**src/rtl/vgachargen_pkg.sv**
```systemverilog
// Shared types and address-map constants for the VGA character generator APB bridge.
package vgachargen_pkg;

  typedef enum logic [1:0] {
    ST_IDLE    = 2'd0,
    ST_RD_WAIT = 2'd1,
    ST_DONE    = 2'd2
  } state_t;

  typedef enum logic [1:0] {
    RGN_CH_MAP  = 2'd0,
    RGN_COL_MAP = 2'd1,
    RGN_CH_T    = 2'd2,
    RGN_NONE    = 2'd3
  } region_t;

  localparam int unsigned CH_MAP_WORDS_DEF  = 600;
  localparam int unsigned COL_MAP_WORDS_DEF = 600;
  localparam int unsigned CH_T_WORDS_DEF    = 1024;

  localparam logic [13:0] CH_MAP_BASE  = 14'h0000;
  localparam logic [13:0] COL_MAP_BASE = 14'h1000;
  localparam logic [13:0] CH_T_BASE    = 14'h2000;

  localparam logic [13:0] CH_MAP_LIMIT  = 14'h095F;
  localparam logic [13:0] COL_MAP_LIMIT = 14'h195F;
  localparam logic [13:0] CH_T_LIMIT    = 14'h2FFF;

  localparam logic [1:0] CH_MAP_PAGE  = CH_MAP_BASE[13:12];
  localparam logic [1:0] COL_MAP_PAGE = COL_MAP_BASE[13:12];
  localparam logic [1:0] CH_T_PAGE    = CH_T_BASE[13:12];

  // Each region occupies one 4 KiB page; lim is the region size in bytes.
  function automatic region_t decode_region(input logic [13:0] off,
                                            input logic [12:0] ch_lim,
                                            input logic [12:0] col_lim,
                                            input logic [12:0] cht_lim);
    region_t     r;
    logic [12:0] ofs;
    ofs = {1'b0, off[11:0]};
    r   = RGN_NONE;
    if (off[1:0] == 2'b00) begin
      case (off[13:12])
        CH_MAP_PAGE:  r = (ofs < ch_lim)  ? RGN_CH_MAP  : RGN_NONE;
        COL_MAP_PAGE: r = (ofs < col_lim) ? RGN_COL_MAP : RGN_NONE;
        CH_T_PAGE:    r = (ofs < cht_lim) ? RGN_CH_T    : RGN_NONE;
        default:      r = RGN_NONE;
      endcase
    end else begin
      r = RGN_NONE;
    end
    return r;
  endfunction

endpackage

```
**src/rtl/vgachargen_apb_bridge.sv**
```systemverilog
// APB slave bridging onto the char-map, colour-map and glyph-table memory ports.
module vgachargen_apb_bridge
  import vgachargen_pkg::*;
#(
  parameter int unsigned CH_MAP_WORDS  = CH_MAP_WORDS_DEF,
  parameter int unsigned COL_MAP_WORDS = COL_MAP_WORDS_DEF,
  parameter int unsigned CH_T_WORDS    = CH_T_WORDS_DEF
) (
  input  logic        clk_i,
  input  logic        rst_i,
  input  logic        psel_i,
  input  logic        penable_i,
  input  logic        pwrite_i,
  input  logic [31:0] paddr_i,
  input  logic [31:0] pwdata_i,
  input  logic [3:0]  pstrb_i,
  output logic [31:0] prdata_o,
  output logic        pready_o,
  output logic        pslverr_o,
  output logic [9:0]  ch_map_addr_o,
  output logic [31:0] ch_map_data_o,
  output logic [3:0]  ch_map_wen_o,
  input  logic [31:0] ch_map_data_i,
  output logic [9:0]  col_map_addr_o,
  output logic [31:0] col_map_data_o,
  output logic [3:0]  col_map_wen_o,
  input  logic [31:0] col_map_data_i,
  output logic [9:0]  ch_t_addr_o,
  output logic [31:0] ch_t_data_o,
  output logic [3:0]  ch_t_wen_o,
  input  logic [31:0] ch_t_data_i
);

  localparam logic [12:0] CH_MAP_LIM  = 13'(CH_MAP_WORDS * 4);
  localparam logic [12:0] COL_MAP_LIM = 13'(COL_MAP_WORDS * 4);
  localparam logic [12:0] CH_T_LIM    = 13'(CH_T_WORDS * 4);

  state_t      state_r;
  state_t      state_nxt_s;
  region_t     rgn_s;
  region_t     sel_r;
  logic [9:0]  word_idx_s;
  logic        wr_go_s;
  logic        rd_go_s;
  logic        err_go_s;
  logic        cap_s;
  logic        unused_addr_bits;

  assign rgn_s            = decode_region(paddr_i[13:0], CH_MAP_LIM, COL_MAP_LIM, CH_T_LIM);
  assign word_idx_s       = paddr_i[11:2];
  assign unused_addr_bits = ^paddr_i[31:14];

  // State register.
  always_ff @(posedge clk_i) begin
    if (rst_i) begin
      state_r <= ST_IDLE;
    end else begin
      state_r <= state_nxt_s;
    end
  end

  // Next state and single-cycle action strobes; RD_WAIT/DONE ignore psel so a dropped psel cannot abort.
  always_comb begin
    state_nxt_s = state_r;
    wr_go_s     = 1'b0;
    rd_go_s     = 1'b0;
    err_go_s    = 1'b0;
    cap_s       = 1'b0;
    case (state_r)
      ST_IDLE: begin
        if (psel_i && penable_i) begin
          if (rgn_s == RGN_NONE) begin
            err_go_s    = 1'b1;
            state_nxt_s = ST_DONE;
          end else if (pwrite_i) begin
            wr_go_s     = 1'b1;
            state_nxt_s = ST_DONE;
          end else begin
            rd_go_s     = 1'b1;
            state_nxt_s = ST_RD_WAIT;
          end
        end else begin
          state_nxt_s = ST_IDLE;
        end
      end
      ST_RD_WAIT: begin
        cap_s       = 1'b1;
        state_nxt_s = ST_DONE;
      end
      ST_DONE:  state_nxt_s = ST_IDLE;
      default:  state_nxt_s = ST_IDLE;
    endcase
  end

  // Registered APB response and memory-port drive.
  always_ff @(posedge clk_i) begin
    if (rst_i) begin
      pready_o       <= 1'b0;
      pslverr_o      <= 1'b0;
      prdata_o       <= 32'h0;
      sel_r          <= RGN_NONE;
      ch_map_addr_o  <= 10'h0;
      ch_map_data_o  <= 32'h0;
      ch_map_wen_o   <= 4'h0;
      col_map_addr_o <= 10'h0;
      col_map_data_o <= 32'h0;
      col_map_wen_o  <= 4'h0;
      ch_t_addr_o    <= 10'h0;
      ch_t_data_o    <= 32'h0;
      ch_t_wen_o     <= 4'h0;
    end else begin
      pready_o      <= (state_nxt_s == ST_DONE);
      pslverr_o     <= err_go_s;
      ch_map_wen_o  <= (wr_go_s && (rgn_s == RGN_CH_MAP))  ? pstrb_i : 4'h0;
      col_map_wen_o <= (wr_go_s && (rgn_s == RGN_COL_MAP)) ? pstrb_i : 4'h0;
      ch_t_wen_o    <= (wr_go_s && (rgn_s == RGN_CH_T))    ? pstrb_i : 4'h0;

      if (wr_go_s || rd_go_s) begin
        sel_r <= rgn_s;
        case (rgn_s)
          RGN_CH_MAP: begin
            ch_map_addr_o <= word_idx_s;
            if (wr_go_s) ch_map_data_o <= pwdata_i;
          end
          RGN_COL_MAP: begin
            col_map_addr_o <= word_idx_s;
            if (wr_go_s) col_map_data_o <= pwdata_i;
          end
          RGN_CH_T: begin
            ch_t_addr_o <= word_idx_s;
            if (wr_go_s) ch_t_data_o <= pwdata_i;
          end
          default: begin
          end
        endcase
      end

      if (err_go_s) begin
        prdata_o <= 32'h0;
      end else if (cap_s) begin
        case (sel_r)
          RGN_CH_MAP:  prdata_o <= ch_map_data_i;
          RGN_COL_MAP: prdata_o <= col_map_data_i;
          RGN_CH_T:    prdata_o <= ch_t_data_i;
          default:     prdata_o <= 32'h0;
        endcase
      end
    end
  end

endmodule

```
**config.mk**
```make
export PLATFORM = sky130hd
export DESIGN_NAME = vgachargen_apb_bridge
export DESIGN_NICKNAME = d
export VERILOG_FILES = /design/src/rtl/vgachargen_pkg.sv /design/src/rtl/vgachargen_apb_bridge.sv
export SDC_FILE = /design/constraint.sdc
export NUM_CORES = 1
export LEC_CHECK = 0
export BUFFER_PORTS_ARGS = -buffer_cell sky130_fd_sc_hd__buf_4
export CAP_MARGIN = 5
export CORE_AREA = 2 2 134 136
export CTS_BUF_LIST = sky130_fd_sc_hd__clkbuf_16
export CTS_CLUSTER_SIZE = 12
export DETAILED_ROUTE_END_ITERATION = 8
export DIE_AREA = 0 0 136 138
export HOLD_SLACK_MARGIN = 0.12
export MAX_ROUTING_LAYER = met4
export PLACE_DENSITY = 0.74
export SLEW_MARGIN = 30
export SYNTH_ARGS = -nofsm -noshare
export SYNTH_HDL_FRONTEND = slang
export SYNTH_SLANG_ARGS = --single-unit
export TNS_END_PERCENT = 50
```
**constraint.sdc**
```tcl
create_clock -name clk_i -period 2.22 [get_ports clk_i]
set_input_delay 0 -clock clk_i [delete_from_list [all_inputs] [get_ports clk_i]]
set_output_delay 0 -clock clk_i [all_outputs]
set_load 0.005 [all_outputs]
```
Yosys cells after proc, flatten, opt, wreduce, memory -nomap -nowiden:

Index checks and enable logic that the tools add are counted.

* bitwise logic cells: 3
* mux-type cells: 21
* $lt $le $gt $ge: 1
* reduce and logical (&&, ||, !) cells: 20
* equal/unequal tests: 9

Operators with widths (count)
* one-hot mux 32 bit (3 select lines): 1
* less-than comparator 12 bit (second input constant): 1
* two-way mux 1 bit: 12
* two-way mux 2 bit: 6
* == test 2 bit (second input constant): 5
* logical NOT 2 bit: 5
* AND reduction 3 bit: 3
* == test 2 x 1 -> 1 bit (second input constant): 4
* OR reduction 2 bit: 4
* one-hot mux 2 bit (3 select lines): 1
* AND reduction 2 bit: 3
* logical AND 1 bit: 4
* one-hot mux 2 bit (2 select lines): 1
* NOT 1 bit: 3
* logical OR 1 bit: 1

* register bits: 176
* logic and storage cells: 68
* output and inout port bits: 172
* input bits: 169

Logic depth before layout (Yosys ltp):

* depth after elaboration: 11
* depth in mapped cells: 7
* mapped depth without buffers: 4

Worst setup path after synthesis:

No wires, ideal clock.

* kind: register -> register
* start: register state_r[0]
* end: register ch_map_data_o[10]
* buffers on the path: 3
* arrival: 1671 ps
* clock period less this slack: 1742 ps
* slack: 478 ps
* stages on the path, launching flop included: 8
* required time: 2148 ps
* setup time: 72 ps
* cells stage by stage: dfxtp_1 and4bb_2 and2_1 clkbuf_1 and3_1 buf_2 buf_4 mux2i_1

* cells in the longest elaborated chain, start to end: 4
* elaborated cells between the ends (all ways): 5
* those cells by class: mux (2); reduce/logical (3)

RTL lines
* start, declared: line vgachargen_apb_bridge.sv:38 `state_t state_r;`
* start signal, assigned: line vgachargen_apb_bridge.sv:58 `state_r <= state_nxt_s;`
* logical NOT 2 bit *: line vgachargen_apb_bridge.sv:69 `case (state_r)`
* two-way mux 1 bit: line vgachargen_apb_bridge.sv:69
* logical OR 1 bit: line vgachargen_apb_bridge.sv:118 `if (wr_go_s || rd_go_s) begin`
* AND reduction 3 bit (no source line) *
* end signal, assigned: line vgachargen_apb_bridge.sv:123 `if (wr_go_s) ch_map_data_o <= pwdata_i;`
* end, declared: line vgachargen_apb_bridge.sv:21 `output logic [31:0] ch_map_data_o,`

Every way passes the cells marked *; elsewhere a longest branch is shown, timed or not.
A chain may end at the register's enable or synchronous reset.

Worst setup path in the final report:

* start: register state_r[1]
* end: register col_map_wen_o[1]

* cells in the longest elaborated chain, start to end: 5

RTL lines
* logical NOT 2 bit: line vgachargen_apb_bridge.sv:69
* two-way mux 1 bit: line vgachargen_apb_bridge.sv:69
* logical AND 1 bit: line vgachargen_apb_bridge.sv:115 `col_map_wen_o <= (wr_go_s && (rgn_s == RGN_COL_MAP)) ? pstrb_i : 4'h0;`
* NOT 1 bit (no source line)
* OR reduction 2 bit (no source line)
* end signal, assigned: line vgachargen_apb_bridge.sv:115
* end, declared: line vgachargen_apb_bridge.sv:26 `output logic [3:0] col_map_wen_o,`

No other way between the ends.

==> run summary <==
Between clock sinks in the finished design, the worst skew comes to 0.007815 ns. The tools report the sum of internal, switching and leakage power as 6.736 mW. The worst hold endpoint is prdata_o[26]. The aggregate routed wire length came out at 22.78 mm.

The number of enable flip-flop cells after synthesis came out at 0. In this design, the stage delay of the slowest critical-path cell is 0.63 ns. Synthesis produced a netlist whose cell count is 780. Along the worst path, the maximum fanout reaches 5. The number of setup violations in the final report was 0; the area added between synthesis and finish was 65.09%. After the first detailed-routing iteration, the DRC count stood at 217. Data arrives at the worst endpoint at 2.46 ns. After floorplanning, the core was divided into 49 placement rows. The worst register-to-register path has a depth of 5. In this run the cell area of the synthesized design comes to 6947 um2. The element type at the critical path start was a flop. The critical path goes through nand4bb_2 -> nor3_4 -> dlygate4sd3_1 -> nand4_1 -> nor2_1. The worst flop-to-flop path endpoint was col_map_wen_o[1]. Worst reg-to-reg setup slack: 0.12 ns.

Setup repair after global routing left no endpoint under its margin. The tools report the setup TNS as 0 ns. No sink is reached through more buffers than the 2 on the longest clock path. Routability-driven placement finished with a final weighted congestion of 0.8491.

For this run, design rule violations remaining after detail routing come to 0. The clock tree synthesis step divided the H-tree into 4 levels. The dominant delay contributor by cell family on the critical path is simple AND/OR/NAND/NOR gates. After the flow finishes, the layout carries non-filler instances totaling 1,449.

After detailed routing, the number of vias per cell comes to 4.908. The register area share after synthesis was 0.5072. Total number of yosys warnings: 0. The effective utilization at floorplan is 0.3962. 341 I/O pins were placed.

Across the whole layout, storage elements account for 3525 um2. Summed over all instances, the cell type with the most area after synthesis is sky130_fd_sc_hd__dfxtp_1. Buffers inserted during clock tree synthesis total 17. The post-layout utilization of the core was 0.6541; the fmax was 475.2 MHz.

Before antenna repair, the detailed router went through 5 iterations. The tool flagged a number of max-cap violations equal to 0. The floorplan step set the die width to 136 um. In the final routed layout, each cell accounts on average for 15.72 um. The fraction of final layout cells sized beyond drive strength 1 was 0.3126. The final global-route overflow total is 0. Summing over every cut layer, the via total after detailed routing is 7,111.

Data on the critical path is required at its endpoint by 2.57 ns. Along the worst hold path, the cell count comes to 5. The share of the clock period used by the worst path works out to 0.9479. The most frequently used flop master after synthesis was sky130_fd_sc_hd__dfxtp_1. Initial antenna violation count: 1. The run finished with clean final reports. Critical path buffer and inverter count: 1. TritonCTS built the clock tree.

The async set or reset register ratio after synthesis is 0. After synthesis, the cell types taking the most area are sky130_fd_sc_hd__dfxtp_1 (51%), sky130_fd_sc_hd__mux2i_1 (18%), sky130_fd_sc_hd__nand2_1 (11%), sky130_fd_sc_hd__a21oi_1 (4.9%), sky130_fd_sc_hd__nor2_1 (4.6%). The worst register-to-register path begins at state_r[1].

The logs give 37 for the count of distinct cell types in the synthesized netlist and 0.43 ns for the latest clock arrival within the worst-skew pair. The top-area cell type share of the netlist area is 0.5072. Overall fraction of global-route tracks in use: 0.2441. For the pin with the worst max-slew slack, the measured transition is 0.6006 ns. The class of the worst hold path is input pin to flop.

The setup path with the least slack is of type flop to flop. STA classifies the critical path endpoint as a flop. The die covers 18,770 um2.

Worst min-delay path startpoint: ch_map_data_i[26]. The final critical path time including I/O delays and setup came out at 2.104 ns. The layout has 1,382 filler cells. After clock tree synthesis, the clock-pin slew on the worst setup and hold paths is 0.07 ns. The placeable core region was 17,530 um2. The run gives 35.33 mm as the global-route wire length before repair. Across the VDD grid, the largest voltage drop is 0.0004897 V.

The maximum number of pins on one net before global-route repair was 89. The tools report the root buffer cell as sky130_fd_sc_hd__clkbuf_16. The via count of the first global-routing pass is 7,087, and the reported leakage power is 5.278 nW.

The logs give 0 for the number of slew-limit violations in the final report and 15.02 mm for the half-perimeter wire length after placement. The post-detailed-route count of antenna-violating nets is 0. In this run, synthesis produced a sequential element count of 176.

The count of nets after finishing is 1,375. In the final layout, the multi-input gates occupy 3201 um2. The cell with the largest stage delay on the worst path is sky130_fd_sc_hd__dlygate4sd3_1. Clock tree synthesis found a total of 176 sinks. The vertical die dimension is 138 um, and the number of cells after detailed placement is 1,287. A synthesized cell averages 8.906 um2.

For the relative slew slack, the log shows 0.5996. Power density of the placed cells: 587.4 nW/um2. The tools report the final hold violation count as 0.

During placement, the flow inserted port buffers numbering 322. Number of nets in the synthesized netlist: 949.
-- cells in the final DEF, fill, tap and decap left out, types with 2 or more instances in the layout --
| master | n |
|---|---|
| sky130_fd_sc_hd__nand3_1 | 4 |
| sky130_fd_sc_hd__buf_4 | 332 |
| sky130_fd_sc_hd__and3_1 | 2 |
| sky130_fd_sc_hd__clkbuf_16 | 17 |
| sky130_fd_sc_hd__inv_6 | 4 |
| sky130_fd_sc_hd__inv_8 | 4 |
| sky130_fd_sc_hd__a31oi_1 | 2 |
| sky130_fd_sc_hd__clkinv_4 | 2 |
| sky130_fd_sc_hd__buf_12 | 3 |
| sky130_fd_sc_hd__a2111oi_0 | 2 |
| sky130_fd_sc_hd__nand4_1 | 2 |
| sky130_fd_sc_hd__inv_1 | 2 |
| sky130_fd_sc_hd__nand2_1 | 199 |
| sky130_fd_sc_hd__nor2_1 | 84 |
| sky130_fd_sc_hd__dlygate4sd3_1 | 129 |
| sky130_fd_sc_hd__mux2i_1 | 123 |
| sky130_fd_sc_hd__a21oi_1 | 68 |
| sky130_fd_sc_hd__dfxtp_1 | 175 |
| sky130_fd_sc_hd__and4_1 | 2 |
| sky130_fd_sc_hd__nor3_1 | 2 |
| sky130_fd_sc_hd__a211oi_1 | 33 |
| sky130_fd_sc_hd__clkinv_2 | 2 |
-- flip-flops by register name, summed over array words and instances (netlist names) --
| register | cells |
|---|---|
| ch_map_data_o | 32 |
| ch_t_data_o | 32 |
| col_map_data_o | 32 |
| prdata_o | 32 |
| ch_map_addr_o | 10 |
| ch_t_addr_o | 10 |
| col_map_addr_o | 10 |
| ch_map_wen_o | 4 |
| ch_t_wen_o | 4 |
| col_map_wen_o | 4 |
| sel_r | 2 |
| state_r | 2 |
| pready_o | 1 |
| pslverr_o | 1 |
-- layout make-up --
cell class / count / area share
clock buffer: 17 / 0.03709
inverter: 2 / 0.0008728
tap: 229 / 0.02498
multi-input combinational: 543 / 0.2791
clock inverter: 15 / 0.01298
sequential: 176 / 0.3073
timing repair buffer: 466 / 0.3374
antenna: 1 / 0.0002182
-- tightest hold or removal path: stages --
cell and delay, ns:
sky130_fd_sc_hd__buf_4 0.08, sky130_fd_sc_hd__mux2i_1 0.06, sky130_fd_sc_hd__nor2_1 0.10, sky130_fd_sc_hd__a21oi_1 0.06
sky130_fd_sc_hd__a211oi_1 0.23
-- routing by layer --
metal | share of wire | GRT usage | vias to the layer above | routed length (um)
met3 | 0.067 | 0.05354 | 51 | 1517
met5 | 0 | - | - | 0
met2 | 0.51 | 0.4279 | 296 | 11600
li1 | - | - | 3485 | -
met1 | 0.39 | 0.2651 | 3279 | 8970
met4 | 0.031 | 0.09814 | 0 | 695
-- cells by family (layout without fill, tap and decap cells) --
logic type / count (synthesis) / after routing / share of synthesized area
and+or+nand+nor: 307 / 307 / 0.1763
DFF: 176 / 176 / 0.5072
muxes: 123 / 123 / 0.1772
AOI/OAI and AO/OA: 113 / 113 / 0.1021
buffers and inverters: 61 / 500 / 0.03710
other: 0 / 1 / 0
-- Yosys cell counts, types with 3 or more instances --
| cell | n |
|---|---|
| sky130_fd_sc_hd__a211oi_1 | 33 |
| sky130_fd_sc_hd__a21oi_1 | 68 |
| sky130_fd_sc_hd__buf_2 | 8 |
| sky130_fd_sc_hd__buf_4 | 3 |
| sky130_fd_sc_hd__clkbuf_1 | 45 |
| sky130_fd_sc_hd__dfxtp_1 | 176 |
| sky130_fd_sc_hd__mux2i_1 | 123 |
| sky130_fd_sc_hd__nand2_1 | 199 |
| sky130_fd_sc_hd__nand3_1 | 5 |
| sky130_fd_sc_hd__nor2_1 | 85 |
| sky130_fd_sc_hd__nor3_1 | 3 |
-- per-stage QoR --
step,worst slack (ns),instance area (um2),hold slack (ns)
after floorplan,0.4778,6947,0.08969
after global placement,0.3983,9568,0.2503
after detailed placement,0.3354,9568,0.2517
after CTS,0.01862,11430,0.1200
after global routing,0.02188,11470,0.2412
final,0.1157,11470,0.1586
-- what timing repair did --
action	in CTS	in global routing
buffers inserted	0	0
hold buffers	129	0
endpoints found under the setup margin	0	13
hold endpoints to repair	176	0
gates resized for setup	0	7
-- worst max-delay path by stage --
stage	cells after the start	startpoint	slack, ns	to
global placement	5	state_r[1]	0.40	col_map_data_o[18]
global route	6	state_r[1]	0.02	ch_t_data_o[1]
floorplan	7	state_r[0]	0.48	ch_map_data_o[10]
CTS	5	state_r[1]	0.02	ch_t_addr_o[3]
detailed placement	5	state_r[1]	0.34	col_map_data_o[16]
finish	5	state_r[1]	0.12	col_map_wen_o[1]
-- power by group --
group	total (mW)	switching, mW	internal (mW)	leakage, nW
sequential	3.18	0.00816	3.17	1.42
clock	2.93	1.34	1.59	0.287
combinational	0.631	0.266	0.365	3.57
Note: power is estimated with default switching activity, not from simulation.
